File: config.mk
export PLATFORM = sky130hd
export DESIGN_NAME = cnt_carry_scheduler
export DESIGN_NICKNAME = d
export VERILOG_FILES = /design/src/rtl/cnt_carry_scheduler.sv
export SDC_FILE = /design/constraint.sdc
export NUM_CORES = 1
export LEC_CHECK = 0
export CORE_MARGIN = 3
export CORE_UTILIZATION = 45
export DETAILED_ROUTE_END_ITERATION = 16
export MAX_ROUTING_LAYER = met4
export PLACE_DENSITY_LB_ADDON = 0.08
export SYNTH_ARGS = -nofsm -noshare
export SYNTH_HDL_FRONTEND = slang
export SYNTH_SLANG_ARGS = --single-unit
File: constraint.sdc
create_clock -name clk -period 2.7 [get_ports clk]
set_clock_uncertainty 0.1 [all_clocks]
set_input_delay 0.54 -clock clk [delete_from_list [all_inputs] [get_ports clk]]
set_output_delay 0.54 -clock clk [all_outputs]
set_load 0.1 [all_outputs]
File: src/rtl/cnt_carry_scheduler.sv
// -----------------------------------------------------------------------------
// cnt_carry_scheduler
//
// Turns each accepted 1 s tick into a serial carry ripple across the cascaded
// time-field counters (one increment strobe per cycle, seconds first). In
// edit mode it turns a single button press into exactly one increment of the
// selected field, with no carry. It is the only source of counter increment
// strobes.
//
// Ports:
//   clk        in  1         system clock, rising edge
//   rst        in  1         asynchronous active-high reset
//   tick_1s    in  1         one-cycle pulse once per second
//   run_en     in  1         run mode: ticks advance time
//   edit_sel   in  N_FIELDS  one-hot field selected for editing
//   inc_btn    in  1         debounced single-cycle increment request
//   at_max     in  N_FIELDS  bit i high when counter i wraps on next increment
//   inc        out N_FIELDS  registered increment strobes, at most one hot
//   busy       out 1         ripple or edit increment in progress
//   rollover   out 1         one-cycle pulse when the last field wraps
//   tick_lost  out 1         sticky overrun flag, cleared only by rst
// -----------------------------------------------------------------------------
module cnt_carry_scheduler #(
    parameter int N_FIELDS = 7
) (
    input  logic                clk,
    input  logic                rst,
    input  logic                tick_1s,
    input  logic                run_en,
    input  logic [N_FIELDS-1:0] edit_sel,
    input  logic                inc_btn,
    input  logic [N_FIELDS-1:0] at_max,
    output logic [N_FIELDS-1:0] inc,
    output logic                busy,
    output logic                rollover,
    output logic                tick_lost
);

    localparam int                IDX_W    = (N_FIELDS > 1) ? $clog2(N_FIELDS) : 1;
    localparam logic [IDX_W-1:0]  LAST_IDX = IDX_W'(N_FIELDS - 1);
    localparam logic [N_FIELDS-1:0] FIELD0 = N_FIELDS'(1);

    typedef enum logic [1:0] {
        IDLE   = 2'd0,
        RIPPLE = 2'd1,
        EDIT   = 2'd2
    } state_t;

    state_t              state_q,     state_d;
    logic [IDX_W-1:0]    idx_q,       idx_d;
    logic                pending_q,   pending_d;
    logic [N_FIELDS-1:0] inc_q,       inc_d;
    logic                busy_q,      busy_d;
    logic                rollover_q,  rollover_d;
    logic                tick_lost_q, tick_lost_d;

    logic                tick_acc_s;
    logic                end_s;
    logic [IDX_W-1:0]    idx_next_s;

    // True when exactly one bit of v is set.
    function automatic logic is_onehot(input logic [N_FIELDS-1:0] v);
        return (v != '0) && ((v & (v - N_FIELDS'(1))) == '0);
    endfunction

    assign tick_acc_s = tick_1s & run_en;
    assign idx_next_s = idx_q + IDX_W'(1);

    // Next-state and next-output logic; outputs are computed from the next
    // state so the strobes leave the flops in the cycle the state is entered.
    always_comb begin
        state_d     = state_q;
        idx_d       = idx_q;
        pending_d   = pending_q;
        inc_d       = '0;
        rollover_d  = 1'b0;
        tick_lost_d = tick_lost_q;
        end_s       = 1'b0;

        case (state_q)
            IDLE: begin
                if (tick_acc_s) begin
                    state_d = RIPPLE;
                    idx_d   = '0;
                    inc_d   = FIELD0;
                end else if (inc_btn && !run_en && is_onehot(edit_sel)) begin
                    state_d = EDIT;
                    inc_d   = edit_sel;
                end else begin
                    state_d = IDLE;
                end
            end
            RIPPLE: begin
                // at_max is the pre-increment value of the field strobed now
                if (at_max[idx_q] && (idx_q != LAST_IDX)) begin
                    idx_d = idx_next_s;
                    inc_d = FIELD0 << idx_next_s;
                end else begin
                    rollover_d = at_max[idx_q];
                    end_s      = 1'b1;
                end
            end
            EDIT: begin
                end_s = 1'b1;
            end
            default: begin
                state_d   = IDLE;
                idx_d     = '0;
                pending_d = 1'b0;
            end
        endcase

        // A tick while busy is queued once; a second one is discarded.
        if (((state_q == RIPPLE) || (state_q == EDIT)) && tick_acc_s) begin
            if (pending_q) begin
                tick_lost_d = 1'b1;
            end else begin
                pending_d = 1'b1;
            end
        end else begin
            tick_lost_d = tick_lost_d;
        end

        // A queued tick (including one arriving in the final cycle) restarts
        // the ripple back-to-back, so there is never an idle gap.
        if (end_s) begin
            if (pending_d) begin
                state_d   = RIPPLE;
                idx_d     = '0;
                inc_d     = FIELD0;
                pending_d = 1'b0;
            end else begin
                state_d = IDLE;
                idx_d   = '0;
            end
        end else begin
            end_s = 1'b0;
        end

        busy_d = (state_d != IDLE);
    end

    // State and output registers with asynchronous reset.
    always_ff @(posedge clk or posedge rst) begin
        if (rst) begin
            state_q     <= IDLE;
            idx_q       <= '0;
            pending_q   <= 1'b0;
            inc_q       <= '0;
            busy_q      <= 1'b0;
            rollover_q  <= 1'b0;
            tick_lost_q <= 1'b0;
        end else begin
            state_q     <= state_d;
            idx_q       <= idx_d;
            pending_q   <= pending_d;
            inc_q       <= inc_d;
            busy_q      <= busy_d;
            rollover_q  <= rollover_d;
            tick_lost_q <= tick_lost_d;
        end
    end

    assign inc       = inc_q;
    assign busy      = busy_q;
    assign rollover  = rollover_q;
    assign tick_lost = tick_lost_q;

endmodule

# After elaboration in Yosys (flattened, before gate mapping)
# Index checks and enable logic that the tools add are counted.
# word_totals
regBits	16
# op_classes
addsub	2
magnitude_cmp	1
n_eq_ne	6
shift	1
n_mux	25
bitwise_logic	2
reduce_logical	15
# op_table
op	count
2-to-1 mux 7 bit	5
case mux 7 bit (2 select lines)	1
2-to-1 mux 1 bit	9
2-to-1 mux 3 bit	3
!= test 3 bit, second input constant	3
case mux 3 bit (3 select lines)	1
AND 7 bit	1
zero test 7 bit	1
nonzero test 7 bit	1
left shift 1 x 3 -> 7 bit, first input constant	1
subtractor 7 x 1 -> 7 bit, second input constant	1
2-to-1 mux 2 bit	3
logical AND 1 bit	5
< comparator 3 x 4 -> 1 bit, second input constant	1
case mux 2 bit (2 select lines)	1
adder 3 x 1 -> 3 bit, second input constant	1
binary-select mux 1 bit (select 3 bit)	1
AND reduction 3 bit	1
OR reduction 3 bit	1
equality test 2 x 1 -> 1 bit, second input constant	1
equality test 2 bit, second input constant	1
zero test 2 bit	1
!= test 2 bit, second input constant	1
case mux 1 bit (2 select lines)	1
other kinds (6)	6

# Longest topological paths before layout
# depth
ltp_word	10
ltp_mapped	9
ltp_nobuf	7

# Worst setup path before layout
# Ideal clock, no wire load.
# synth_timing
kind	register to register
start	reg idx_q[0]
end	reg idx_q[2]
setup_time_ps	122
arrival_ps	1744
setup_slack_ps	734
path_stages_with_launch	9
cell_sequence	dfrtp_1 buf_6 inv_1 ha_1 a21oi_1 o21a_1 a31oi_4 a211o_2 a32o_1
# synth_between
elab_chain_len	7
word_cells_on_any_way	14
cone_classes	add/sub (1); eq/ne (4); mux (7); reduce/logical (2)
# synth_rtl
element	line_no	source
start, declared	50	logic [IDX_W-1:0] idx_q, idx_d;
start signal, assigned	155	idx_q <= idx_d;
binary-select mux 1 bit (select 3 bit)	95	if (at_max[idx_q] && (idx_q != LAST_IDX)) begin
2-to-1 mux 1 bit (implied by the code)	95	
logical AND 1 bit	95	
2-to-1 mux 1 bit	95	
case mux 1 bit (2 select lines)	80	case (state_q)
!= test 3 bit (no source line) or != test 2 bit (tied branches)	--	
AND reduction 3 bit (no source line)	--	
# Several ways; a longest one is shown, not always the timed one. The select of a mux whose other input is x is not followed.
# A chain may end at the register's enable or synchronous reset.

# Final worst setup path
# Ends and elaborated chain as after synthesis.

==> flow_summary_export.csv <==
group,metric,value,unit
place,buffer_ports.inserted,28,
global_routing,grt_pass1_vias,963,
power,p_clk_share,12.1,%
logic_synthesis,synth.area.top_cells,"dfrtp_1 35%, ha_1 11%, mux2i_1 5.2%",
power,internal_power,662,uW
timing,fin_crit_sh,81.8,%
logic_synthesis,syn_nets,138,
die,fp.dieW,56.6,um
route,drc,0,
logic_synthesis,synth-seq-cells,16,
layout,mostFrequentLayoutCell,"clkdlybuf4s50_1",
global_routing,grt_pass1_wl,4370,um
route,wire_per_inst,15.4,um
global_routing,grt_use_total,17.7,%
cts,path_clk_slew,100,ps
place,dp_hpwl,2020,um
power,power_frac_seq,27.5,%
min_path,hp-class,"reg -> reg",
setup_path,worst_ep_arrival_time,2300,ps
job,drv_cap,0,
logic_synthesis,synth.avg_cell_area,10.5,sq um
logic_synthesis,synth_area,1150,sq um
timing,setup-tns-final,0,ps
timing,worst_pin_slew,628,ps
cts,clockBufferDepth,2,
min_path,holdPathStages,1,
power,p_leak,0.654,nW
timing,hold_viol_final,0,
setup_path,r2r_cells,7,
die,core,2320,sq um
setup_path,critPathKind,"reg -> reg",
setup_path,rrSetupSlack,490,ps
setup_path,timing.rr.end,"idx_q[2]",
route,drtIter0Drc,13,
outcome,status,"completed",
min_path,worstHoldStart,"tick_lost",
setup_path,cp-start-kind,"flop",
logic_synthesis,synthCells,109,
setup_path,rr_startpoint,"idx_q[0]",
power,ir_drop,0.807,mV
global_routing,gr-total-overflow,0,
route,final_antenna_net_count,0,
route,vias,947,
power,p_comb_share,60.4,%
min_path,hold_end,"tick_lost",
place,placedCellCount,161,
timing,maxSlewHeadroom,58.1,%
layout,n_antenna_cell,0,
cts,clk_latency,290,ps
layout,drive_gt1_share,17.5,%
power,p_total,1.33,mW
timing,max_freq,453,MHz
die,start_util,49.6,%
power,p_per_area,936,nW/um^2
cts,cts_setup_buffers,0,
logic_synthesis,synth_cell_types,37,
global_routing,antenna_found_initial,0,
global_routing,grt_max_degree,17,
timing,fin_crit,2210,ps
layout,layout_common_cells,"18 x clkdlybuf4s50_1, 16 x dfrtp_1, 10 x ha_1, 10 x buf_4, 7 x nor2_1",
route,viasPerCell,5.74,
cts,cts_buffers,3,
cts,root_buffer,"clkbuf_4",
timing,final-max-slew-violation-count,0,
route,drt-total-wl,2550,um
layout,layout.nets,167,
cts,holdBufCountCts,0,
power,swShare,50.4,%
power,power_switching,673,uW
setup_path,end_kind,"flop",
die,die_y,56.6,um
place,gp_congestion,0.805,
layout,area_growth,24.0,%
layout,fin_cells,165,
logic_synthesis,synth_area_leader_cell,"dfrtp_1",
setup_path,cp_max_fo,9,
cts,post_cts_resized,0,
cts,tritoncts,"built",
layout,fillers,219,
logic_synthesis,synth-seq-area-share,34.8,%
logic_synthesis,yosysWarnings,0,
die,placementRows,17,
die,dieArea,3200,sq um
cts,cts_max_level,1,
setup_path,cp.required,2790,ps
die,ios,29,
route,dr.pass1.iters,4,
timing,setup_viol_count_final,0,
logic_synthesis,yosysTopAreaCellShare,34.8,%
cts,cts_num_sinks,16,
timing,grt_setup_unrepaired,"false",
==> power groups by stage <==
stage	registers, mW	logic [mW]	clock network [mW]
after floorplan	0.602	0.434	0
after global placement	0.371	0.793	0
final	0.367	0.806	0.161
after CTS	0.368	0.809	0.167
after global routing	0.380	0.856	0.183
after detailed placement	0.373	0.808	0
==> logic make-up after synthesis <==
kind of cell	Yosys count	synth area share (%)
compound gates	30	23.2
fa+ha+maj	10	10.9
buf+inv	10	6.31
flops	16	34.8
mux	7	6.53
simple gates	36	18.3
==> sequential cells by signal (all words and copies together), names as in the netlist <==
| register | cells |
|---|---|
| state_q | 2 |
| inc | 7 |
| rollover | 1 |
| pending_q | 1 |
| tick_lost | 1 |
| busy | 1 |
| idx_q | 3 |
==> critical path, stage by stage, from the launching register on <==
cell     delay (ps)
dfrtp_1         550
inv_1           160
ha_1            270
a21oi_1         140
o21a_1          190
a31oi_4         120
a211o_2         320
a32o_1          250
==> metal layers <==
layer / track usage [%] / wire (um) / up-vias
met5: - / 0 / -
met4: 7.12 / 32 / 0
met3: 2.53 / 108 / 4
met2: 28.9 / 1250 / 23
met1: 22.0 / 1150 / 455
li1: - / - / 465
==> metrics by stage <==
stage	instance area (sq um)	util, %	hold slack [ps]	setup slack (ps)
floorplan	1150	-	354	734
global placement	1390	60.0	356	303
detailed placement	1390	60.0	361	212
CTS	1430	61.5	385	487
global route	1430	61.5	411	344
finish	1430	61.5	379	492
==> worst max-delay path by stage <==
stage | start | end
2_1_floorplan | idx_q[0] | idx_q[2]
5_1_grt | idx_q[0] | idx_q[2]
3_5_place_dp | edit_sel[1] | busy
3_3_place_gp | edit_sel[1] | busy
6_report | idx_q[0] | idx_q[2]
4_1_cts | idx_q[0] | idx_q[2]
==> layout make-up <==
cell class,count,area (sq um),area share (%)
multi-input cells,83,677,47.5
flip-flops and latches,16,400,28.1
repair buffers,28,255,17.9
clock buffers,4,36.3,2.54
well taps,28,35.0,2.46
inverters,6,22.5,1.58
==> synthesized netlist by cell type, drive strengths merged <==
library cell,count
dfrtp,16
ha,10
nor2,7
a32oi,6
inv,6
mux2i,6
nand2,5
nand3,5
a21oi,4
nor3,3
nor3b,3
o21ai,3
a211oi,2
a21o,2
a2bb2oi,2
a31oi,2
a32o,2
and2b,2
and3,2
and3b,2
buf,2
clkbuf,2
nand2b,2
a211o,1
a41o,1
and2,1
mux2,1
nand3b,1
nor4,1
o211a,1
o21a,1
o21ba,1
o21bai,1
o31ai,1
or2b,1
or4,1
(Power assumes the default switching activity.)
